`src/rtl/img_sram_pkg.sv`:
```
// Shared types for the image SRAM path: SRAM control bundle and RX FSM states.
package img_sram_pkg;

  // One-cycle SRAM command: write when write_en, otherwise sense (read) idle.
  typedef struct packed {
    logic       sense_en;
    logic       write_en;
    logic [7:0] row;
    logic [7:0] col;
    logic [7:0] din;
  } img_sram_ctrl_t;

  // Frame receive controller states.
  typedef enum logic [1:0] {
    StIdle,
    StRecv,
    StFlush,
    StDone
  } rx_state_t;

endpackage

```
`src/rtl/io_rx_controller.sv`:
```
// Receives a raster-ordered pixel stream and writes it into the image SRAM,
// one byte per accepted handshake, with a one-cycle registered write stage.
module io_rx_controller
  import img_sram_pkg::*;
(
  input  logic           clk,
  input  logic           rst,
  input  logic           en,
  input  logic [7:0]     nrows,
  input  logic [7:0]     ncols,
  input  logic [7:0]     din,
  input  logic           din_valid,
  output logic           din_ready,
  output logic           busy,
  output logic           done,
  output img_sram_ctrl_t sram_ctrl
);

  rx_state_t  state_q, state_d;
  logic [7:0] nrows_q, ncols_q;
  logic [7:0] row_q, col_q;
  logic       wr_en_q;
  logic [7:0] wr_row_q, wr_col_q, wr_data_q;

  logic accept;
  logic last_pix;

  assign accept   = (state_q == StRecv) && en && din_valid;
  assign last_pix = (row_q == nrows_q) && (col_q == ncols_q);

  // State register.
  always_ff @(posedge clk) begin
    if (rst) begin
      state_q <= StIdle;
    end else begin
      state_q <= state_d;
    end
  end

  // Next-state logic; dropping en while receiving aborts the frame.
  always_comb begin
    state_d = state_q;
    unique case (state_q)
      StIdle:  if (en) state_d = StRecv;
      StRecv: begin
        if (!en) begin
          state_d = StIdle;
        end else if (accept && last_pix) begin
          state_d = StFlush;
        end
      end
      StFlush: state_d = StDone;
      StDone:  state_d = StIdle;
      default: state_d = StIdle;
    endcase
  end

  // Dimension snapshot, raster counters and the write stage.
  always_ff @(posedge clk) begin
    if (rst) begin
      nrows_q   <= '0;
      ncols_q   <= '0;
      row_q     <= '0;
      col_q     <= '0;
      wr_en_q   <= 1'b0;
      wr_row_q  <= '0;
      wr_col_q  <= '0;
      wr_data_q <= '0;
    end else begin
      if (state_q == StIdle && en) begin
        nrows_q <= nrows;
        ncols_q <= ncols;
        row_q   <= '0;
        col_q   <= '0;
      end else if (state_q == StRecv && !en) begin
        row_q <= '0;
        col_q <= '0;
      end else if (accept && !last_pix) begin
        // Counters stop on the last pixel so they never wrap past the frame.
        if (col_q == ncols_q) begin
          col_q <= '0;
          row_q <= row_q + 8'd1;
        end else begin
          col_q <= col_q + 8'd1;
        end
      end

      wr_en_q <= accept;
      if (accept) begin
        wr_row_q  <= row_q;
        wr_col_q  <= col_q;
        wr_data_q <= din;
      end
    end
  end

  // Outputs: status decode and SRAM command straight from the write stage.
  always_comb begin
    din_ready          = (state_q == StRecv);
    busy               = (state_q == StRecv) || (state_q == StFlush);
    done               = (state_q == StDone);
    sram_ctrl.write_en = wr_en_q;
    sram_ctrl.sense_en = ~wr_en_q;
    sram_ctrl.row      = wr_row_q;
    sram_ctrl.col      = wr_col_q;
    sram_ctrl.din      = wr_data_q;
  end

endmodule

```
`config.mk`:
```
export PLATFORM = sky130hd
export DESIGN_NAME = io_rx_controller
export DESIGN_NICKNAME = d
export VERILOG_FILES = /design/src/rtl/img_sram_pkg.sv /design/src/rtl/io_rx_controller.sv
export SDC_FILE = /design/constraint.sdc
export NUM_CORES = 1
export LEC_CHECK = 0
export ABC_CLOCK_PERIOD_IN_PS = 2400
export BUFFER_PORTS_ARGS = -buffer_cell sky130_fd_sc_hd__buf_2
export CAP_MARGIN = 20
export CORE_MARGIN = 2
export CORE_UTILIZATION = 45
export CTS_CLUSTER_SIZE = 14
export DETAILED_ROUTE_END_ITERATION = 8
export PLACE_DENSITY = 0.68
export SLEW_MARGIN = 30
export SYNTH_ARGS = -nofsm -noshare
export SYNTH_HDL_FRONTEND = slang
export SYNTH_SLANG_ARGS = --single-unit
```
`constraint.sdc`:
```
create_clock -name clk -period 2.4 [get_ports clk]
set_input_delay 0.6 -clock clk [delete_from_list [all_inputs] [get_ports clk]]
set_output_delay 0.6 -clock clk [all_outputs]
set_load 0.01 [all_outputs]
```
# Word level (Yosys, flattened, before mapping)
# Cells that the tools add are included.
# totals
reg_bits	59
output_inout_bits	29
elab_cells	38
# classes
add_sub_neg	2
eq_ne	7
n_mux	5
bitwise_logic	1
n_reduce_logical	14
# ops
cell	count
8-bit by 1-bit adder with 8-bit output, second input constant	2
8-bit == test	2
8-bit two-way mux	1
2-bit one-hot mux with 4 select lines	1
1-bit logical AND	7
2-bit two-way mux	3
2-bit == test, second input constant	2
2-bit AND reduction	2
3-bit by 2-bit inequality test with 1-bit output, second input constant	1
3-bit OR reduction	1
2-bit by 1-bit == test with 1-bit output, second input constant	1
1-bit logical NOT	2
2-bit logical NOT	1
2-bit inequality test, second input constant	1
1-bit logical OR	1
1-bit inverter	1

# Logic depth before layout (Yosys ltp)
# Gate-level depths: netlist of the first run.
# depth
ltp_word	7
depth_mapped	8
ltp_nobuf	7

# Least setup slack after synthesis of the first run
# Ideal clock, no wire load.
# synth_timing
path_kind	flip-flop to flip-flop
start	reg (tool-made name)
end	reg row_q[5]
setup_ps	70
t_arrival_ps	1977
required_ps	2330
setup_slack_ps	352
path_stages_with_launch	8
n_path_buf	1
period_less_slack_ps	2048
path_cell_list	dfxtp_1 -> inv_1 -> ha_1 -> and3_1 -> clkbuf_1 -> o2111ai_2 -> or4_1 -> a21oi_1
# synth_rtl
item	line_no	rtl
to (signal assigned)	io_rx_controller.sv:82	row_q <= row_q + 8'd1;
to (decl)	io_rx_controller.sv:21	logic [7:0] row_q, col_q;

==> results of run 1 <==
-- final cells by class --
cell class | instances | area (sq um)
fillers | 570 | 2411
multi-input cells | 237 | 1314
flip-flops and latches | 59 | 1181
repair buffers | 62 | 325.3
clock buffers | 12 | 155.1
well taps | 72 | 90.09
clock inverters | 4 | 48.80
inverters | 4 | 15.01
-- logic make-up (layout without fill, tap and decap cells) --
| family | count (synthesis) | count (layout) | synth area share |
|---|---|---|---|
| mux | 2 | 2 | 0.007726 |
| buf+inv | 23 | 82 | 0.03718 |
| compound gates | 76 | 76 | 0.1598 |
| xor+xnor | 17 | 17 | 0.05746 |
| flops | 59 | 59 | 0.4558 |
| simple gates | 135 | 135 | 0.2482 |
| fa+ha+maj | 7 | 7 | 0.03380 |
-- registers in the layout, indices dropped and copies added, names as in the netlist, named ones only --
name and flops:
wr_col_q 8, wr_data_q 8, nrows_q 8, wr_row_q 8
state_q 1, row_q 8, col_q 8, wr_en_q 1
ncols_q 8
-- critical path: stages (launching register included) --
cell	delay, ps
dfxtp_1	330
inv_1	120
ha_1	250
and3_1	250
buf_4	300
nand2_1	160
or4_1	480
a21oi_1	140
-- per-layer routing --
| layer | track usage | share of wire |
|---|---|---|
| met1 | 0.2402 | 0.51 |
| met2 | 0.2583 | 0.41 |
| met3 | 0.04751 | 0.054 |
| met4 | 0.1034 | 0.026 |
| met5 | 0 | 0 |
-- power breakdown --
part / total (uW) / leakage (uW) / internal [uW] / switching [uW]
clock network: 916 / 0.000106 / 535 / 382
registers: 1030 / 0.000478 / 1010 / 23.3
logic: 279 / 0.000675 / 109 / 170
total: 2230 / 0.00126 / 1650 / 576
-- stage by stage --
step	utilization	total power [uW]
3_3_place_gp	0.5280	1333
3_5_place_dp	0.5280	1337
2_1_floorplan	-	1260
5_1_grt	0.5648	2336
4_1_cts	0.5648	2253
6_report	0.5648	2230
-- cells in the final DEF (no fill, tap or decap), types with 2 or more instances in the layout --
master	Yosys	layout
nand2_1	92	92
dfxtp_1	59	59
a21oi_1	57	57
buf_2	4	56
clkbuf_8	0	11
xor2_1	9	9
xnor2_1	8	8
nand3_1	7	7
o21ai_1	7	7
ha_1	7	7
nand4_1	6	6
nor2_1	6	6
or3_1	6	6
buf_4	1	6
o31ai_1	5	5
inv_1	4	4
or4_1	4	4
and3_1	2	2
nor4_4	2	2
and4_4	2	2
o21ai_0	2	2
mux2i_1	2	2
nand3b_1	2	2
clkinv_2	0	2
-- how the worst min path moves through the flow --
stage / to / slack, ps / cells past startpoint / from
final: wr_row_q[2] / 450 / 2 / wr_row_q[2]
after floorplan: ncols_q[0] / 450 / 2 / ncols_q[0]
after global routing: wr_data_q[3] / 470 / 2 / wr_data_q[3]
after global placement: wr_data_q[0] / 440 / 2 / wr_data_q[0]
after CTS: wr_data_q[3] / 450 / 2 / wr_data_q[3]
after detailed placement: wr_data_q[3] / 440 / 2 / wr_data_q[3]
==> run_summary.xml, run 1 <==
<?xml version="1.0" encoding="UTF-8"?>
<metrics>
  <group name="synthesis">
    <metric name="synth_largest_type_area_fraction" unit="">0.4558</metric>
    <metric name="ranking_of_synthesized_cells_by_instance_count" unit="">92 x nand2_1, 59 x dfxtp_1, 57 x a21oi_1, 13 x clkbuf_1, 9 x xor2_1</metric>
    <metric name="synth_most_common_cell" unit="">nand2_1</metric>
    <metric name="yosysUniqueCellTypes" unit="">35</metric>
    <metric name="post_synth_edffs" unit="">0</metric>
    <metric name="dominantRegCellSynth" unit="">dfxtp_1</metric>
    <metric name="synth_top_area_cell" unit="">dfxtp_1</metric>
    <metric name="postSynthAreaPerCell" unit="sq um">8.123</metric>
    <metric name="warnings_from_yosys" unit="">0</metric>
    <metric name="synth.cell_area" unit="sq um">2591</metric>
    <metric name="ys_seq_elements" unit="">59</metric>
    <metric name="synthArstFlopShare" unit="">0</metric>
    <metric name="yosys-top-cells-area" unit="">dfxtp_1 46%, nand2_1 13%, a21oi_1 11%, ha_1 3.4%, xor2_1 3.0%</metric>
    <metric name="syn_inst" unit="">319</metric>
    <metric name="synth_nets" unit="">354</metric>
    <metric name="proportion_of_synthesized_chip_area_in_sequential_cells" unit="">0.4558</metric>
  </group>
  <group name="floorplan">
    <metric name="initial_utilization" unit="">0.4677</metric>
    <metric name="design.die.area" unit="sq um">6382</metric>
    <metric name="num_rows" unit="">27</metric>
    <metric name="die_width" unit="microns">79.89</metric>
    <metric name="placeable_area" unit="sq um">5540</metric>
    <metric name="chipHeight" unit="microns">79.89</metric>
    <metric name="design.portCount" unit="">57</metric>
  </group>
  <group name="power">
    <metric name="power.density" unit="nW/um^2">712.7</metric>
    <metric name="static_power_due_to_leakage" unit="uW">0.001259</metric>
    <metric name="ir_worst_vdd" unit="V">0.0003589</metric>
  </group>
  <group name="detailed_routing">
    <metric name="viasPerCell" unit="">5.109</metric>
    <metric name="number_of_nets_still_failing_antenna_checks_after_routing" unit="">0</metric>
    <metric name="post-route-drc-count" unit="">0</metric>
    <metric name="firstDrtPassIters" unit="">4</metric>
    <metric name="routed_wire_per_std_cell" unit="microns">12.04</metric>
    <metric name="wl" unit="mm">5.418</metric>
    <metric name="route.vias.total" unit="">2299</metric>
    <metric name="first_iter_violations" unit="">102</metric>
  </group>
  <group name="place">
    <metric name="portBuffers" unit="">56</metric>
    <metric name="placement.cell_area" unit="sq um">2925</metric>
    <metric name="dp_slack" unit="ps">250.8</metric>
    <metric name="gp_congestion" unit="">0.8590</metric>
    <metric name="dp.cells" unit="">434</metric>
    <metric name="hpwlAfterDp" unit="mm">3.829</metric>
  </group>
  <group name="clock_tree">
    <metric name="cts-buffers-inserted" unit="">9</metric>
    <metric name="tritoncts_clock_tree" unit="">yes</metric>
    <metric name="maximum_buffer_depth_of_the_clock_tree" unit="">2</metric>
    <metric name="post_cts_hold_buffer_count" unit="">0</metric>
    <metric name="clock_latency" unit="ps">330</metric>
    <metric name="htreeDepth" unit="">3</metric>
    <metric name="ctsResizeCount" unit="">0</metric>
    <metric name="clock_root_buffer_master" unit="">clkbuf_8</metric>
    <metric name="cts_num_sinks" unit="">59</metric>
    <metric name="clk_transition_reported_paths" unit="ps">70</metric>
    <metric name="cts_setup_buffers" unit="">0</metric>
  </group>
  <group name="finish">
    <metric name="final-instance-count-excl-fill" unit="">450</metric>
    <metric name="fin_nets" unit="">408</metric>
    <metric name="num_antenna_cells" unit="">0</metric>
    <metric name="final_design_area_no_fill" unit="sq um">3129</metric>
    <metric name="layout-drive-gt1-share" unit="">0.2196</metric>
    <metric name="areaGrowthSynthToFinish" unit="%">20.76</metric>
  </group>
  <group name="timing">
    <metric name="timing_max_transition_violations_final" unit="">0</metric>
    <metric name="worst_hold_slack" unit="ps">450.6</metric>
    <metric name="maxSlewHeadroom" unit="">0.6739</metric>
    <metric name="fmaxAchievable" unit="MHz">477.4</metric>
    <metric name="hold_viol_final" unit="">0</metric>
    <metric name="fin_skew" unit="ps">7.057</metric>
    <metric name="finalWorstSetupSlack" unit="ps">305.2</metric>
    <metric name="rsz0062_at_grt" unit="">false</metric>
    <metric name="period_share" unit="">0.8728</metric>
    <metric name="finalSetupViolCount" unit="">0</metric>
    <metric name="max_slew.worst_pin.slew" unit="ps">487.9</metric>
    <metric name="setup_total_negative_slack" unit="ps">0</metric>
    <metric name="layout_min_cycle_time" unit="ps">2095</metric>
  </group>
  <group name="setup_path">
    <metric name="crit_required" unit="ps">2660</metric>
    <metric name="worstReg2RegEnd" unit="">col_q[6]</metric>
    <metric name="startpoint_type" unit="">flop</metric>
    <metric name="setup.worst_path.end" unit="">col_q[6]</metric>
    <metric name="r2r_cells" unit="">7</metric>
    <metric name="worst_ep_arrival_time" unit="ps">2360</metric>
    <metric name="path_class" unit="">reg2reg</metric>
    <metric name="critical_path_peak_fanout" unit="">27</metric>
    <metric name="ff2ff_setup_slack" unit="ps">310</metric>
    <metric name="setup.worst_path.end_class" unit="">flop</metric>
  </group>
  <group name="run">
    <metric name="cap_violations" unit="">0</metric>
  </group>
  <group name="global_route">
    <metric name="antenna_violations_before_repair" unit="">0</metric>
    <metric name="grtUsageTotal" unit="">0.1794</metric>
    <metric name="grt_start_max_net_pins" unit="">29</metric>
    <metric name="first_global_vias" unit="">1969</metric>
    <metric name="grt_first_pass_wirelength" unit="mm">8.852</metric>
    <metric name="gr-total-overflow" unit="">0</metric>
  </group>
  <group name="outcome">
    <metric name="outcome" unit="">finished, final reports clean</metric>
  </group>
  <group name="min_path">
    <metric name="min-delay-path-class" unit="">reg2reg</metric>
  </group>
</metrics>
Power figures use the tool's default switching activity.
==> inputs of run 2 (changes only) <==
- CORE_UTILIZATION: 45 -> 25
- CTS_CLUSTER_DIAMETER: unset -> 100
- PLACE_DENSITY: 0.68 -> unset
- SLEW_MARGIN: 30 -> 5
==> run 2 against run 1 <==
Wire length rose by 19%. Worst setup slack got worse by 96 ps. Via count rose by 2.3%. Critical endpoint unchanged.
==> run_summary.xml, run 2 (synthesis gave the netlist of run 1 again) <==
<?xml version="1.0" encoding="UTF-8"?>
<metrics>
  <group name="power">
    <metric name="p_switching" unit="uW">618.9</metric>
    <metric name="clock_power_share" unit="">0.438</metric>
    <metric name="power.density" unit="nW/um^2">726.7</metric>
    <metric name="static_power_due_to_leakage" unit="uW">0.001275</metric>
    <metric name="ir_worst_vdd" unit="V">0.0002333</metric>
    <metric name="part_of_the_power_in_combinational_logic" unit="">0.121</metric>
    <metric name="p_sw_frac" unit="">0.2630</metric>
    <metric name="p_int" unit="uW">1734</metric>
    <metric name="total_power" unit="uW">2353</metric>
    <metric name="pwr-share-seq" unit="">0.440</metric>
  </group>
  <group name="clock_tree">
    <metric name="clk_transition_reported_paths" unit="ps">70</metric>
    <metric name="clock_root_buffer_master" unit="">clkbuf_8</metric>
    <metric name="cts_setup_buffers" unit="">0</metric>
    <metric name="cts_num_sinks" unit="">59</metric>
    <metric name="maximum_buffer_depth_of_the_clock_tree" unit="">2</metric>
    <metric name="tritoncts_clock_tree" unit="">yes</metric>
    <metric name="post_cts_hold_buffer_count" unit="">0</metric>
    <metric name="htreeDepth" unit="">3</metric>
    <metric name="ctsResizeCount" unit="">0</metric>
    <metric name="cts-buffers-inserted" unit="">9</metric>
    <metric name="clock_latency" unit="ps">340</metric>
  </group>
  <group name="finish">
    <metric name="most_frequent_cells_in_the_layout" unit="">92 x nand2_1, 59 x dfxtp_1, 57 x a21oi_1</metric>
    <metric name="areaGrowthSynthToFinish" unit="%">24.96</metric>
    <metric name="final_design_area_no_fill" unit="sq um">3238</metric>
    <metric name="n_fill_cell" unit="">1105</metric>
    <metric name="layout.cells.most_common" unit="">nand2_1</metric>
    <metric name="layout-drive-gt1-share" unit="">0.2243</metric>
    <metric name="num_antenna_cells" unit="">0</metric>
    <metric name="fin_nets" unit="">409</metric>
    <metric name="final-instance-count-excl-fill" unit="">515</metric>
  </group>
  <group name="detailed_routing">
    <metric name="number_of_nets_still_failing_antenna_checks_after_routing" unit="">0</metric>
    <metric name="post-route-drc-count" unit="">0</metric>
    <metric name="wl" unit="mm">6.460</metric>
    <metric name="first_iter_violations" unit="">171</metric>
    <metric name="routed_wire_per_std_cell" unit="microns">12.54</metric>
    <metric name="firstDrtPassIters" unit="">5</metric>
    <metric name="route.vias.total" unit="">2351</metric>
    <metric name="viasPerCell" unit="">4.565</metric>
  </group>
  <group name="timing">
    <metric name="setup_total_negative_slack" unit="ps">0</metric>
    <metric name="maxSlewHeadroom" unit="">0.6584</metric>
    <metric name="layout_min_cycle_time" unit="ps">2191</metric>
    <metric name="timing_max_transition_violations_final" unit="">0</metric>
    <metric name="period_share" unit="">0.9129</metric>
    <metric name="hold_viol_final" unit="">0</metric>
    <metric name="max_slew.worst_pin.slew" unit="ps">511.1</metric>
    <metric name="fin_skew" unit="ps">2.993</metric>
    <metric name="fmaxAchievable" unit="MHz">456.4</metric>
    <metric name="finalSetupViolCount" unit="">0</metric>
    <metric name="rsz0062_at_grt" unit="">false</metric>
  </group>
  <group name="global_route">
    <metric name="grt_first_pass_wirelength" unit="mm">10.51</metric>
    <metric name="groute.layer.met2.usage" unit="">0.1728</metric>
    <metric name="grt_busiest_layer" unit="">met2</metric>
    <metric name="groute.layer.met1.usage" unit="">0.1617</metric>
    <metric name="first_global_vias" unit="">2132</metric>
    <metric name="grt_start_max_net_pins" unit="">29</metric>
    <metric name="grtUsageTotal" unit="">0.1207</metric>
    <metric name="antenna_violations_before_repair" unit="">0</metric>
    <metric name="gr-total-overflow" unit="">0</metric>
    <metric name="gr-usage-met3" unit="">0.04824</metric>
  </group>
  <group name="floorplan">
    <metric name="chipHeight" unit="microns">105.8</metric>
    <metric name="design.die.area" unit="sq um">11200</metric>
    <metric name="placeable_area" unit="sq um">10180</metric>
    <metric name="die_width" unit="microns">105.8</metric>
    <metric name="num_rows" unit="">37</metric>
    <metric name="initial_utilization" unit="">0.2544</metric>
    <metric name="design.portCount" unit="">57</metric>
  </group>
  <group name="place">
    <metric name="dp.cells" unit="">499</metric>
    <metric name="gp_congestion" unit="">0.8401</metric>
    <metric name="hpwlAfterDp" unit="mm">4.676</metric>
    <metric name="placement.cell_area" unit="sq um">3013</metric>
    <metric name="portBuffers" unit="">56</metric>
  </group>
  <group name="setup_path">
    <metric name="critical-path-slowest-cell" unit="">or4_1</metric>
    <metric name="worst_ep_arrival_time" unit="ps">2460</metric>
    <metric name="path_class" unit="">reg2reg</metric>
    <metric name="cp_slowest_stage_delay" unit="ps">490</metric>
    <metric name="critical_path_peak_fanout" unit="">27</metric>
    <metric name="setup.worst_path.end_class" unit="">flop</metric>
    <metric name="crit_required" unit="ps">2670</metric>
    <metric name="startpoint_type" unit="">flop</metric>
    <metric name="critical_path.cell_chain" unit="">ha_1 &gt; and3_1 &gt; buf_4 &gt; nand2_1 &gt; or4_1 &gt; a21oi_1</metric>
  </group>
  <group name="run">
    <metric name="cap_violations" unit="">0</metric>
  </group>
  <group name="outcome">
    <metric name="outcome" unit="">finished, final reports clean</metric>
  </group>
  <group name="min_path">
    <metric name="min-delay-path-class" unit="">reg2reg</metric>
  </group>
</metrics>
## run 2: cell types whose count changed in the layout (fill, tap and decap cells not counted), sizes merged
cell	before	now
clkbuf	12	10
buf	62	63
bufinv	1	2
inv	4	5
## run 2: cell type report
class | instances | area, sq um | area share
multi-input combinational | 237 | 1314 | 0.4057
sequential | 59 | 1181 | 0.3648
timing repair buffer | 63 | 332.8 | 0.1028
tap | 136 | 170.2 | 0.05255
clock buffer | 10 | 137.6 | 0.04250
clock inverter | 6 | 87.58 | 0.02705
inverter | 4 | 15.01 | 0.004637
## run 2: power groups by stage
stage / clock network (uW) / registers [uW] / logic, uW
floorplan: 0 / 1050 / 205
global placement: 0 / 1060 / 281
detailed placement: 0 / 1060 / 287
CTS: 1050 / 1040 / 288
global route: 1100 / 1040 / 320
finish: 1030 / 1040 / 285
## run 2: layer usage
metal / vias up / routed length (microns)
met1: 1059 / 3187
met4: 0 / 73
met3: 6 / 452
met2: 81 / 2747
li1: 1205 / -
met5: - / 0
## run 2: worst max-delay path: cells and delay by family (launching register included)
family,cells,cell delay [ps]
DFF,1,430
AOI/OAI and AO/OA,1,150
adders and majority gates,1,290
and+or+nand+nor,3,930
buffers and inverters,1,310
## run 2: metrics by stage
step	hold slack (ps)	worst slack, ps	utilization
finish	452.1	208.9	0.3179
detailed placement	444.7	192.0	0.2958
CTS	454.2	219.2	0.3179
floorplan	447.8	352.4	-
global route	479.0	34.82	0.3179
global placement	438.6	256.7	0.2958
## run 2: worst paths after layout
kind / start / to / slack [ps] / cells past startpoint
max: state_q[0] / col_q[6] / 210 / 6
min reg2reg: wr_col_q[4] / wr_col_q[4] / 450 / 2
min: wr_col_q[4] / wr_col_q[4] / 450 / 2
max reg2reg: state_q[0] / col_q[6] / 210 / 6
